`config.mk`:
```
export PLATFORM = sky130hd
export DESIGN_NAME = fifo_drain_display
export DESIGN_NICKNAME = d
export VERILOG_FILES = /design/src/rtl/fifo_disp_pkg.sv /design/src/rtl/seg7_decode.sv /design/src/rtl/fifo_drain_display.sv
export SDC_FILE = /design/constraint.sdc
export NUM_CORES = 1
export LEC_CHECK = 0
export BUFFER_PORTS_ARGS = -buffer_cell sky130_fd_sc_hd__clkbuf_2
export CORE_ASPECT_RATIO = 0.5
export CORE_MARGIN = 10
export CORE_UTILIZATION = 50
export CTS_BUF_LIST = sky130_fd_sc_hd__clkbuf_4
export DETAILED_ROUTE_END_ITERATION = 16
export MAX_ROUTING_LAYER = met4
export PLACE_DENSITY = 0.76
export SYNTH_ARGS = -nofsm -noshare
export SYNTH_HDL_FRONTEND = slang
export SYNTH_SLANG_ARGS = --single-unit
```
`constraint.sdc`:
```
create_clock -name clock -period 6.2 [get_ports clock]
set_input_delay 1.24 -clock clock [delete_from_list [all_inputs] [get_ports clock]]
set_output_delay 1.24 -clock clock [all_outputs]
set_load 0.02 [all_outputs]
```
`src/rtl/fifo_disp_pkg.sv`:
```
// Shared constants for the FIFO drain display: active-low 7-segment patterns
// (bit 6 = segment a) and FSM state encodings.
package fifo_disp_pkg;

  localparam logic [6:0] SEG_0     = 7'b0000001;
  localparam logic [6:0] SEG_1     = 7'b1001111;
  localparam logic [6:0] SEG_2     = 7'b0010010;
  localparam logic [6:0] SEG_3     = 7'b0000110;
  localparam logic [6:0] SEG_4     = 7'b1001100;
  localparam logic [6:0] SEG_5     = 7'b0100100;
  localparam logic [6:0] SEG_6     = 7'b0100000;
  localparam logic [6:0] SEG_7     = 7'b0001101;
  localparam logic [6:0] SEG_8     = 7'b0000000;
  localparam logic [6:0] SEG_9     = 7'b0000100;
  localparam logic [6:0] SEG_A     = 7'b0001000;
  localparam logic [6:0] SEG_B     = 7'b1100000;
  localparam logic [6:0] SEG_C     = 7'b0110001;
  localparam logic [6:0] SEG_D     = 7'b1000010;
  localparam logic [6:0] SEG_E     = 7'b0110000;
  localparam logic [6:0] SEG_F     = 7'b0111000;
  localparam logic [6:0] SEG_BLANK = 7'b1111111;

  localparam logic [1:0] ST_IDLE  = 2'd0;
  localparam logic [1:0] ST_READ  = 2'd1;
  localparam logic [1:0] ST_LATCH = 2'd2;
  localparam logic [1:0] ST_SHOW  = 2'd3;

  typedef enum logic [1:0] {
    IDLE  = ST_IDLE,
    READ  = ST_READ,
    LATCH = ST_LATCH,
    SHOW  = ST_SHOW
  } state_t;

endpackage

```
`src/rtl/seg7_decode.sv`:
```
// Combinational hex nibble to active-low 7-segment pattern (bit 6 = segment a).
module seg7_decode
  import fifo_disp_pkg::*;
(
  input  logic [3:0] nibble,
  output logic [6:0] seg
);

  always_comb begin
    seg = SEG_BLANK;
    case (nibble)
      4'h0: seg = SEG_0;
      4'h1: seg = SEG_1;
      4'h2: seg = SEG_2;
      4'h3: seg = SEG_3;
      4'h4: seg = SEG_4;
      4'h5: seg = SEG_5;
      4'h6: seg = SEG_6;
      4'h7: seg = SEG_7;
      4'h8: seg = SEG_8;
      4'h9: seg = SEG_9;
      4'hA: seg = SEG_A;
      4'hB: seg = SEG_B;
      4'hC: seg = SEG_C;
      4'hD: seg = SEG_D;
      4'hE: seg = SEG_E;
      4'hF: seg = SEG_F;
      default: seg = SEG_BLANK;
    endcase
  end

endmodule

```
`src/rtl/fifo_drain_display.sv`:
```
// Pops nibbles from a synchronous FIFO and holds each on a 7-segment digit for
// a programmable dwell; the last value stays up while the FIFO is empty.
//
// state | meaning
// IDLE  | waiting for enable and a non-empty FIFO
// READ  | pop request on the FIFO read port
// LATCH | FIFO data valid; capture, display, start dwell
// SHOW  | hold the digit until the dwell counter reaches zero
module fifo_drain_display
  import fifo_disp_pkg::*;
#(
  parameter int WIDTH        = 4,
  parameter int DWELL_CYCLES = 12_000_000,
  parameter int CNT_W        = 24
) (
  input  logic             clock,
  input  logic             reset,
  input  logic             enable,
  input  logic             fifo_empty,
  input  logic [WIDTH-1:0] fifo_out,
  output logic             fifo_read,
  output logic [6:0]       seg_out,
  output logic             digit_valid,
  output logic [7:0]       shown_count
);

  localparam logic [CNT_W-1:0] DWELL_LOAD = CNT_W'(DWELL_CYCLES - 1);

  state_t           state;
  logic [CNT_W-1:0] dwell;
  logic [WIDTH-1:0] nibble;
  logic [WIDTH-1:0] dec_in;
  logic [6:0]       seg_next;

  // In LATCH the nibble register is being loaded, so decode the FIFO word directly.
  assign dec_in = (state == LATCH) ? fifo_out : nibble;

  seg7_decode u_decode (
    .nibble (dec_in[3:0]),
    .seg    (seg_next)
  );

  always_ff @(posedge clock) begin
    if (reset) begin
      state       <= IDLE;
      dwell       <= '0;
      nibble      <= '0;
      fifo_read   <= 1'b0;
      seg_out     <= SEG_BLANK;
      digit_valid <= 1'b0;
      shown_count <= 8'd0;
    end else begin
      fifo_read <= 1'b0;
      case (state)
        IDLE: begin
          // The read strobe is registered alongside the move to READ, using the
          // same non-empty sample, so it is high for exactly the READ cycle.
          if (enable && !fifo_empty) begin
            state     <= READ;
            fifo_read <= 1'b1;
          end
        end
        READ: state <= LATCH;
        LATCH: begin
          nibble      <= fifo_out;
          seg_out     <= seg_next;
          digit_valid <= 1'b1;
          shown_count <= shown_count + 8'd1;
          dwell       <= DWELL_LOAD;
          state       <= SHOW;
        end
        SHOW: begin
          seg_out <= seg_next;
          if (dwell == '0) state <= IDLE;
          else             dwell <= dwell - 1'b1;
        end
        default: state <= IDLE;
      endcase
    end
  end

endmodule
```
==> metrics.cfg, run 1 <==
[final_layout]
fin_area_um2 = 2680
layout_commonest_cell = dfxtp_1
syn2layout_area_growth_pct = 6.78
layout_common_cells = 47 x dfxtp_1, 36 x nor2_1, 24 x clkbuf_2, 22 x nand2_1, 16 x a21oi_1
final_layout_size_suffix_gt1_share_pct = 14.5
diodes = 0
nFillCells = 442
layout.nets = 316

[timing]
finalHoldViolCount = 0
max_freq_ghz = 0.352
fin_hold_ws_ns = 0.485
setup_violations = 0
fin_ws_ns = 3.36
relSlewSlack_pct = 36.4
tns_ns = 0
finalMaxSlewViolations = 0
fin_crit_sh_pct = 45.8
fin_crit_ns = 2.84
worstMarginPinSlew_ns = 0.928
fin_skew_ns = 0.00724
rsz0062_at_grt = false

[setup_path]
path_class = flip-flop to flip-flop
r2r-start = state[0]
crit_fanout = 17
crit_arrival_ns = 3.10
reg2reg_slack_ns = 3.36
start_kind = flip-flop
cp-end-kind = flip-flop
critPathRequiredTime_ns = 6.46
crit_start = state[0]

[clock_tree]
path_clk_slew_ns = 0.13
cts_made_buffers = 5
cts_sinks = 47
cts-root-buf = clkbuf_4
cts_resized = 0
clk_path_buf_depth = 2
clkLatencyLatePin_ns = 0.36
hold_buffers = 0
postCtsSetupRepairBufs = 0
h-tree-depth = 2
cts_tree = yes

[grt]
grt_pass1_vias = 2029
grt_usage_pct = 13.0
grt_pass1_wl_mm = 9.17
grt_max_degree = 36
antenna_found_initial = 0
overflow = 0

[floorplan]
die-width_um = 120
fp-row-count = 18
io_pins = 25
die_area_um2 = 8430
die_h_um = 70.1
start_util_pct = 51.4
coreArea_um2 = 4890

[yosys]
synth_fa_ha_area_share_pct = 5.98
synth_area_um2 = 2510
yosysWarnings = 0
ys.flop_type = dfxtp_1
yosys.area.top_type = dfxtp_1
synth.avg_cell_area_um2 = 8.94
synth-seq-area-share_pct = 37.5
async_reset_ff_share_pct = 0
synth_top_area_share_pct = 37.5
synth-xor-area-share_pct = 4.19
ys_seq_elements = 47
synth-simple-area-share_pct = 22.7
synthMuxAreaShare_pct = 3.69
synth_area_leaders = dfxtp_1 37%, ha_1 6.0%, nor2_1 5.4%, xor2_1 3.5%, nand2_1 3.3%
synth_enable_flop_cells = 0
synth_top_family_by_area = simple AND/OR/NAND/NOR gates
synth.distinct_cells = 56
synth_compound_area_share_pct = 20.3
syn_nets = 301
syn_inst = 281

[place]
hpwlAfterDp_mm = 3.84
preCtsSetupSlack_ns = 3.19
io_buffers = 24
placed_cell_area_um2 = 2610
place_congestion = 0.929

[pwr]
powerDensity_nw_per_um2 = 601
p_leak_nw = 1.06
ir_drop_mv = 0.222

[hold_path]
hp-start = dwell[0]
min_path_type = flip-flop to flip-flop

[drt]
wl_per_cell_um = 14.3
routed_wl_mm = 5.23
drc = 0
viasPerCell = 5.87
vias = 2147
firstDrtPassIters = 4
drt_iter0_drc = 93
ant_nets = 0

[job]
cap_violations = 0

[status]
status = complete, no violations

==> area by class of cell <==
| class | instances | area (um^2) | area share [%] |
|---|---|---|---|
| multi-input combinational | 210 | 1430 | 53.2 |
| sequential | 47 | 941 | 35.1 |
| timing repair buffer | 24 | 120 | 4.48 |
| tap | 70 | 87.6 | 3.27 |
| clock buffer | 6 | 45.0 | 1.68 |
| clock inverter | 1 | 30.0 | 1.12 |
| inverter | 8 | 30.0 | 1.12 |
==> state kept, by name, indices dropped and copies added (netlist names) <==
signal,cells
dwell,24
shown_count,8
seg_out,7
nibble,4
state,2
digit_valid,1
fifo_read,1
==> metrics by stage <==
step / std cells / total power [mW] / util, %
6_report: 366 / 1.61 / 54.9
4_1_cts: 366 / 1.61 / 54.9
3_5_place_dp: 359 / 1.43 / 53.3
3_3_place_gp: 359 / 1.40 / 53.3
5_1_grt: 366 / 1.76 / 54.9
2_1_floorplan: 281 / 1.27 / -
==> cell families (layout without fill, tap and decap cells) <==
group / Yosys count / in the layout
adder cells (fa/ha/maj): 12 / 12
AND/OR/NAND/NOR: 105 / 105
flip-flops: 47 / 47
multiplexers: 9 / 9
AO/OA/AOI/OAI: 72 / 72
buffers and inverters: 24 / 39
XOR/XNOR: 12 / 12
==> worst max-delay path, stage by stage (launching register included) <==
cell	delay, ns
dfxtp_1	0.35
inv_1	0.10
ha_1	0.62
mux2i_1	0.85
nand2_1	0.22
a21oi_1	0.19
a2111oi_0	0.09
a211o_1	0.32
==> power breakdown <==
| group | switching, mW | total [mW] | leakage [nW] | internal (mW) |
|---|---|---|---|---|
| Sequential | 0.0864 | 0.483 | 0.382 | 0.397 |
| Clock | 0.0936 | 0.181 | 0.0417 | 0.0876 |
| Combinational | 0.597 | 0.948 | 0.634 | 0.351 |
==> metal layers <==
metal  wire length [um]  GRT usage (%)  part of all wire (%)  up-vias
li1                   -              -                     -     1074
met5                  0              -                     0        -
met1               2410           15.2                    46     1029
met4                 72           4.39                   1.4        0
met2               2540           21.6                    49       37
met3                202           3.13                   3.9        7
==> cells in the mapped netlist (3+ instances only) <==
cell	n
mux2i_1	7
xor2_1	10
o211ai_1	4
nor2_1	36
or4_1	4
nor3_1	5
a31oi_1	6
o31ai_1	3
a311oi_1	5
buf_6	3
or3_1	7
inv_1	8
o311a_1	4
dfxtp_1	47
ha_1	12
a211oi_1	6
a21oi_1	16
clkbuf_1	7
o41ai_1	3
nor4_1	3
nand2_1	22
nand4_1	5
o21ai_0	12
nand2b_1	3
nor4_4	3
==> final timing paths <==
check | end | cells past startpoint
min | dwell[0] | 2
max | seg_out[6] | 7
min reg2reg | dwell[0] | 2
max reg2reg | seg_out[6] | 7
(Power assumes the default switching activity.)
==> run 2, diff against run 1 <==
- ABC_AREA: default -> 1
- PLACE_DENSITY: 0.76 -> 0.79
- clock period: 6.2 -> 2.55 ns (I/O delays scaled with it)
==> metrics.cfg, run 2 <==
[status]
status = complete, no violations

[final_layout]
layout_common_cells = 116 x nand2_1, 64 x nor2_1, 47 x dfxtp_1, 38 x inv_1, 33 x nand3_1
fin_area_um2 = 3000  ; +12%
layout.nets = 465  ; +47%
largest_reg_flops = 24  ; unchanged
final_layout_size_suffix_gt1_share_pct = 13.9  ; -0.63 points
layout_commonest_cell = nand2_1
top_regs = dwell x24, shown_count x8, seg_out x7
diodes = 0  ; unchanged
top_register = dwell
syn2layout_area_growth_pct = 8.37

[yosys]
synth_area_um2 = 2760  ; +10%
synth-seq-area-share_pct = 34.0  ; -3.4 points
ys.flop_type = dfxtp_1
ys_top_cells_by_count = 116 x nand2_1, 64 x nor2_1, 47 x dfxtp_1, 38 x inv_1, 33 x nand3_1
ys_seq_elements = 47  ; unchanged
yosys.area.top_type = dfxtp_1
yosysWarnings = 0  ; unchanged
syn_nets = 442  ; +47%
syn_inst = 422  ; +50%
synth_top_area_share_pct = 34.0  ; -3.4 points
synth.avg_cell_area_um2 = 6.55  ; -27%
synth_area_leaders = dfxtp_1 34%, nand2_1 16%, nor2_1 8.7%, nand3_1 6.0%, ha_1 5.4%
async_reset_ff_share_pct = 0  ; unchanged
yosysMostFrequentCell = nand2_1
synth_enable_flop_cells = 0  ; unchanged
synth.distinct_cells = 33  ; -41%

[drt]
ant_nets = 0  ; unchanged
firstDrtPassIters = 4  ; unchanged
drc = 0  ; unchanged
wl_per_cell_um = 11.5  ; -19%
viasPerCell = 5.01  ; -15%
drt_iter0_drc = 95  ; +2.2%
routed_wl_mm = 5.98  ; +14%
vias = 2601  ; +21%

[setup_path]
crit_top_cell = nand2_1
r2r-end = seg_out[3]
reg2reg_slack_ns = 0.54  ; -2.83 ns
slowest_delay_ns = 0.35  ; -0.50 ns
r2r-start = state[0]
critPathBufInv = 3  ; +2
cp.depth = 10  ; +3
crit_start = state[0]
path_cells = inv_1, ha_1, buf_4, nand2_1, nand2_1, inv_1, ha_1, nor2_1, o31ai_1, nand2_1
crit_arrival_ns = 2.29  ; -0.81 ns
slowest_stage = dfxtp_1
crit_path_end = seg_out[3]
start_kind = flip-flop
critPathRequiredTime_ns = 2.83  ; -3.63 ns
path_class = flip-flop to flip-flop
cpLargestDelayFamily = adder cells
r2r_cells = 10  ; +3
cp-end-kind = flip-flop
crit_fanout = 11  ; -6

[timing]
setup_violations = 0  ; unchanged
fin_crit_sh_pct = 79.0  ; +33 points
fin_hold_ws_ns = 0.278  ; -0.207 ns
tns_ns = 0  ; unchanged
rsz0062_at_grt = false
max_freq_ghz = 0.497  ; +41%
fin_skew_ns = 0.0123  ; +0.00508 ns
fin_crit_ns = 2.01  ; -0.824 ns
finalHoldViolCount = 0  ; unchanged
relSlewSlack_pct = 57.7  ; +21 points
finalMaxSlewViolations = 0  ; unchanged
fin_ws_ns = 0.537  ; -2.83 ns
worstMarginPinSlew_ns = 0.632  ; -0.296 ns

[clock_tree]
clk_path_buf_depth = 2  ; unchanged
cts_tree = yes
hold_buffers = 0  ; unchanged
cts_resized = 0  ; unchanged
h-tree-depth = 2  ; unchanged
postCtsSetupRepairBufs = 0  ; unchanged
clkLatencyLatePin_ns = 0.38  ; +0.02 ns
cts-root-buf = clkbuf_4
path_clk_slew_ns = 0.16  ; +0.03 ns
cts_sinks = 47  ; unchanged
cts_made_buffers = 5  ; unchanged

[pwr]
ir_drop_mv = 0.535  ; +140%
p_leak_nw = 1.34  ; +26%
report.power.total_mw = 4.30  ; +170%
powerDensity_nw_per_um2 = 1440  ; +140%

[grt]
grt_max_degree = 25  ; -31%
grt_usage_pct = 13.7  ; +0.69 points
grt_pass1_vias = 2390  ; +18%
antenna_found_initial = 0  ; unchanged
grt_pass1_wl_mm = 10.4  ; +13%
overflow = 0  ; unchanged

[place]
placed_cell_area_um2 = 2930  ; +13%
place_congestion = 0.932  ; +0.28%
io_buffers = 24  ; unchanged
hpwlAfterDp_mm = 4.40  ; +14%
preCtsSetupSlack_ns = 0.583  ; -2.60 ns

[floorplan]
die-width_um = 125  ; +4.1%
fp-row-count = 19  ; +1
die_h_um = 72.6  ; +3.5%
die_area_um2 = 9080  ; +7.8%
coreArea_um2 = 5420  ; +11%
io_pins = 25  ; unchanged
start_util_pct = 51.0  ; -0.39 points

[job]
cap_violations = 0  ; unchanged

[hold_path]
min_path_type = primary input to flip-flop

## run 2: worst register-to-register path, cell delays in order, from the launching register on
cell	delay [ns]
dfxtp_1	0.35
inv_1	0.11
ha_1	0.25
buf_4	0.20
nand2_1	0.06
nand2_1	0.13
inv_1	0.12
ha_1	0.33
nor2_1	0.05
o31ai_1	0.23
nand2_1	0.07
## run 2: metal layers
metal / routed length [um] / up-vias / GRT usage [%]
met5: 0 / - / -
met4: 83 / 0 / 4.19
met3: 203 / 10 / 2.61
met2: 2650 / 39 / 23.3
met1: 3040 / 1150 / 16.3
li1: - / 1402 / -
## run 2: cells by family after synthesis
family	Yosys count	share of synthesized area (%)
adder cells (fa/ha/maj)	12	5.43
flip-flops	47	34.0
AND/OR/NAND/NOR	247	38.2
buffers and inverters	51	7.92
AO/OA/AOI/OAI	61	13.2
XOR/XNOR	4	1.27
## run 2: worst min-delay path by stage
stage | startpoint | to | slack (ns) | depth (start not counted)
2_1_floorplan | dwell[23] | dwell[23] | 0.46 | 2
3_5_place_dp | seg_out[1] | seg_out[1] | 0.46 | 2
3_3_place_gp | seg_out[1] | seg_out[1] | 0.45 | 2
5_1_grt | fifo_empty | fifo_read | 0.25 | 2
4_1_cts | fifo_empty | fifo_read | 0.27 | 2
6_report | fifo_empty | fifo_read | 0.28 | 2
## run 2: stage by stage
step	cells	util [%]
3_5_place_dp	511	54.1
6_report	519	55.3
5_1_grt	519	55.3
4_1_cts	519	55.3
3_3_place_gp	511	54.1
2_1_floorplan	422	-
## run 2: report_power, final
part           switching (mW)  internal (mW)  total (mW)
sequential              0.236          0.982        1.22
clock                   0.270          0.115       0.385
combinational            1.77          0.928        2.70
total                    2.28           2.02        4.30
## run 2: layout make-up
class	instances	area, um^2
well taps	73	91.3
clock inverters	3	25.0
multi-input cells	324	1600
fillers	530	2420
clock buffers	5	37.5
inverters	39	146
repair buffers	28	150
flip-flops and latches	47	941
==> run 3, diff against run 2 <==
- ABC_AREA: 1 -> 0
- clock period: 2.55 -> 1.8 ns (I/O delays scaled with it)
==> metrics.cfg, run 3 (synthesized netlist as in run 1, its figures left out) <==
[clock_tree]
cts_tree = yes
path_clk_slew_ns = 0.16  ; about the same
cts_sinks = 47  ; unchanged
cts-root-buf = clkbuf_4
cts_made_buffers = 5  ; unchanged
clkLatencyLatePin_ns = 0.42  ; +0.04 ns
clk_path_buf_depth = 2  ; unchanged
h-tree-depth = 2  ; unchanged
hold_buffers = 0  ; unchanged

[final_layout]
top_register = dwell
largest_reg_flops = 24  ; unchanged
top_regs = dwell x24, shown_count x8, seg_out x7
layout_commonest_cell = buf_4
layout.nets = 435  ; -6.5%
final_layout_size_suffix_gt1_share_pct = 56.7  ; +43 points
fin_area_um2 = 4220  ; +41%
layout_common_cells = 92 x buf_4, 36 x dfxtp_1, 32 x nor2_1, 24 x clkbuf_2, 22 x buf_6
syn2layout_area_growth_pct = 67.9
finalNonFillerCells = 487  ; -6.2%

[grt]
overflow = 0  ; unchanged
grt_max_degree = 30  ; +20%
antenna_found_initial = 1  ; +1
grt_usage_pct = 24.4  ; +11 points
grt_pass1_wl_mm = 16.4  ; +58%
grt_pass1_vias = 3177  ; +33%

[place]
place_congestion = 0.924  ; -0.90%
io_buffers = 24  ; unchanged
placedCellCount = 435  ; -15%
hpwlAfterDp_mm = 5.22  ; +19%
placed_cell_area_um2 = 3240  ; +11%

[setup_path]
start_kind = flip-flop
critPathRequiredTime_ns = 2.14  ; -0.69 ns
crit_fanout = 5  ; -6
crit_arrival_ns = 2.53  ; +0.24 ns
path_class = flip-flop to flip-flop
reg2reg_slack_ns = -0.39  ; -0.92 ns
cp-end-kind = flip-flop

[floorplan]
die-width_um = 120  ; -3.9%
io_pins = 25  ; unchanged
die_area_um2 = 8430  ; -7.2%
coreArea_um2 = 4890  ; -9.8%
die_h_um = 70.1  ; -3.4%
start_util_pct = 51.4  ; +0.39 points
fp-row-count = 18  ; -1

[timing]
fin_skew_ns = 0.00846  ; -0.00387 ns
setup_violations = 33  ; +33
fin_crit_sh_pct = 121  ; +43 points
worstMarginPinSlew_ns = 0.530  ; -0.101 ns
fin_ws_ns = -0.387  ; -0.923 ns
rsz0062_at_grt = true
fin_crit_ns = 2.19  ; +0.173 ns
tns_ns = -7.78  ; -7.78 ns
finalHoldViolCount = 0  ; unchanged
max_freq_ghz = 0.457  ; -7.9%
finalMaxSlewViolations = 0  ; unchanged
fin_hold_ws_ns = 0.263  ; -0.0148 ns
relSlewSlack_pct = 64.3  ; +6.6 points

[drt]
firstDrtPassIters = 8  ; +4
drc = 0  ; unchanged
routed_wl_mm = 13.5  ; +130%
viasPerCell = 6.98  ; +39%
vias = 3401  ; +31%
ant_nets = 0  ; unchanged
drt_iter0_drc = 522  ; +450%
wl_per_cell_um = 27.7  ; +140%

[job]
cap_violations = 0  ; unchanged

[hold_path]
min_path_type = primary input to flip-flop

[status]
status = finished, violations left
violations = setup timing

[run 3: cell count changes in the layout (fill, tap and decap cells not counted), sizes merged, moves of 8 or more]
cell | previous run | this run
inv | 40 | 8
or3 | 0 | 8
a21oi | 35 | 16
nand2 | 116 | 23
nand3 | 34 | 2
buf | 4 | 118
nor2 | 73 | 36
[run 3: cell type report]
cell class / count / area (um^2)
inverter: 8 / 30.0
antenna: 1 / 2.50
sequential: 47 / 955
clock inverter: 3 / 67.6
multi-input combinational: 210 / 1880
fill: 190 / 672
tap: 70 / 87.6
timing repair buffer: 143 / 1150
clock buffer: 5 / 37.5
[run 3: metrics by stage]
step	utilization [%]	setup slack [ns]
floorplan	-	-0.166
global placement	66.4	-0.193
detailed placement	66.4	-0.365
CTS	80.1	-0.184
global route	86.3	-0.377
finish	86.3	-0.387
[run 3: per-layer routing]
| metal | GRT usage [%] | vias up | share of wire, % |
|---|---|---|---|
| met3 | 6.74 | 159 | 12 |
| met4 | 15.7 | 0 | 9.7 |
| li1 | - | 1303 | - |
| met5 | - | - | 0 |
| met1 | 26.2 | 1570 | 35 |
| met2 | 39.4 | 369 | 43 |
[run 3: what timing repair did]
item / CTS / global route
pin swaps: 43 / 39
cloned: 1 / 0
setup endpoints to repair: 33 / 33
setup buffers: 25 / 17
resized for setup: 82 / 42
[run 3: worst paths after layout]
path	startpoint	endpoint	cells past startpoint
min	reset	dwell[17]	2
max	dwell[5]	dwell[23]	6
max reg2reg	dwell[5]	dwell[23]	6
min reg2reg	seg_out[6]	seg_out[6]	1
[run 3: worst max-delay path, stage by stage (launching register included)]
cell	delay, ns
dfxtp_2	0.36
or3_4	0.42
buf_8	0.15
nor4_4	0.35
nand2_2	0.17
or4_4	0.44
a31oi_1	0.22
Power of run 3 is left out: the tool's default activity adds up to more than one toggle a clock period on the data nets, which glitch-free logic cannot reach.
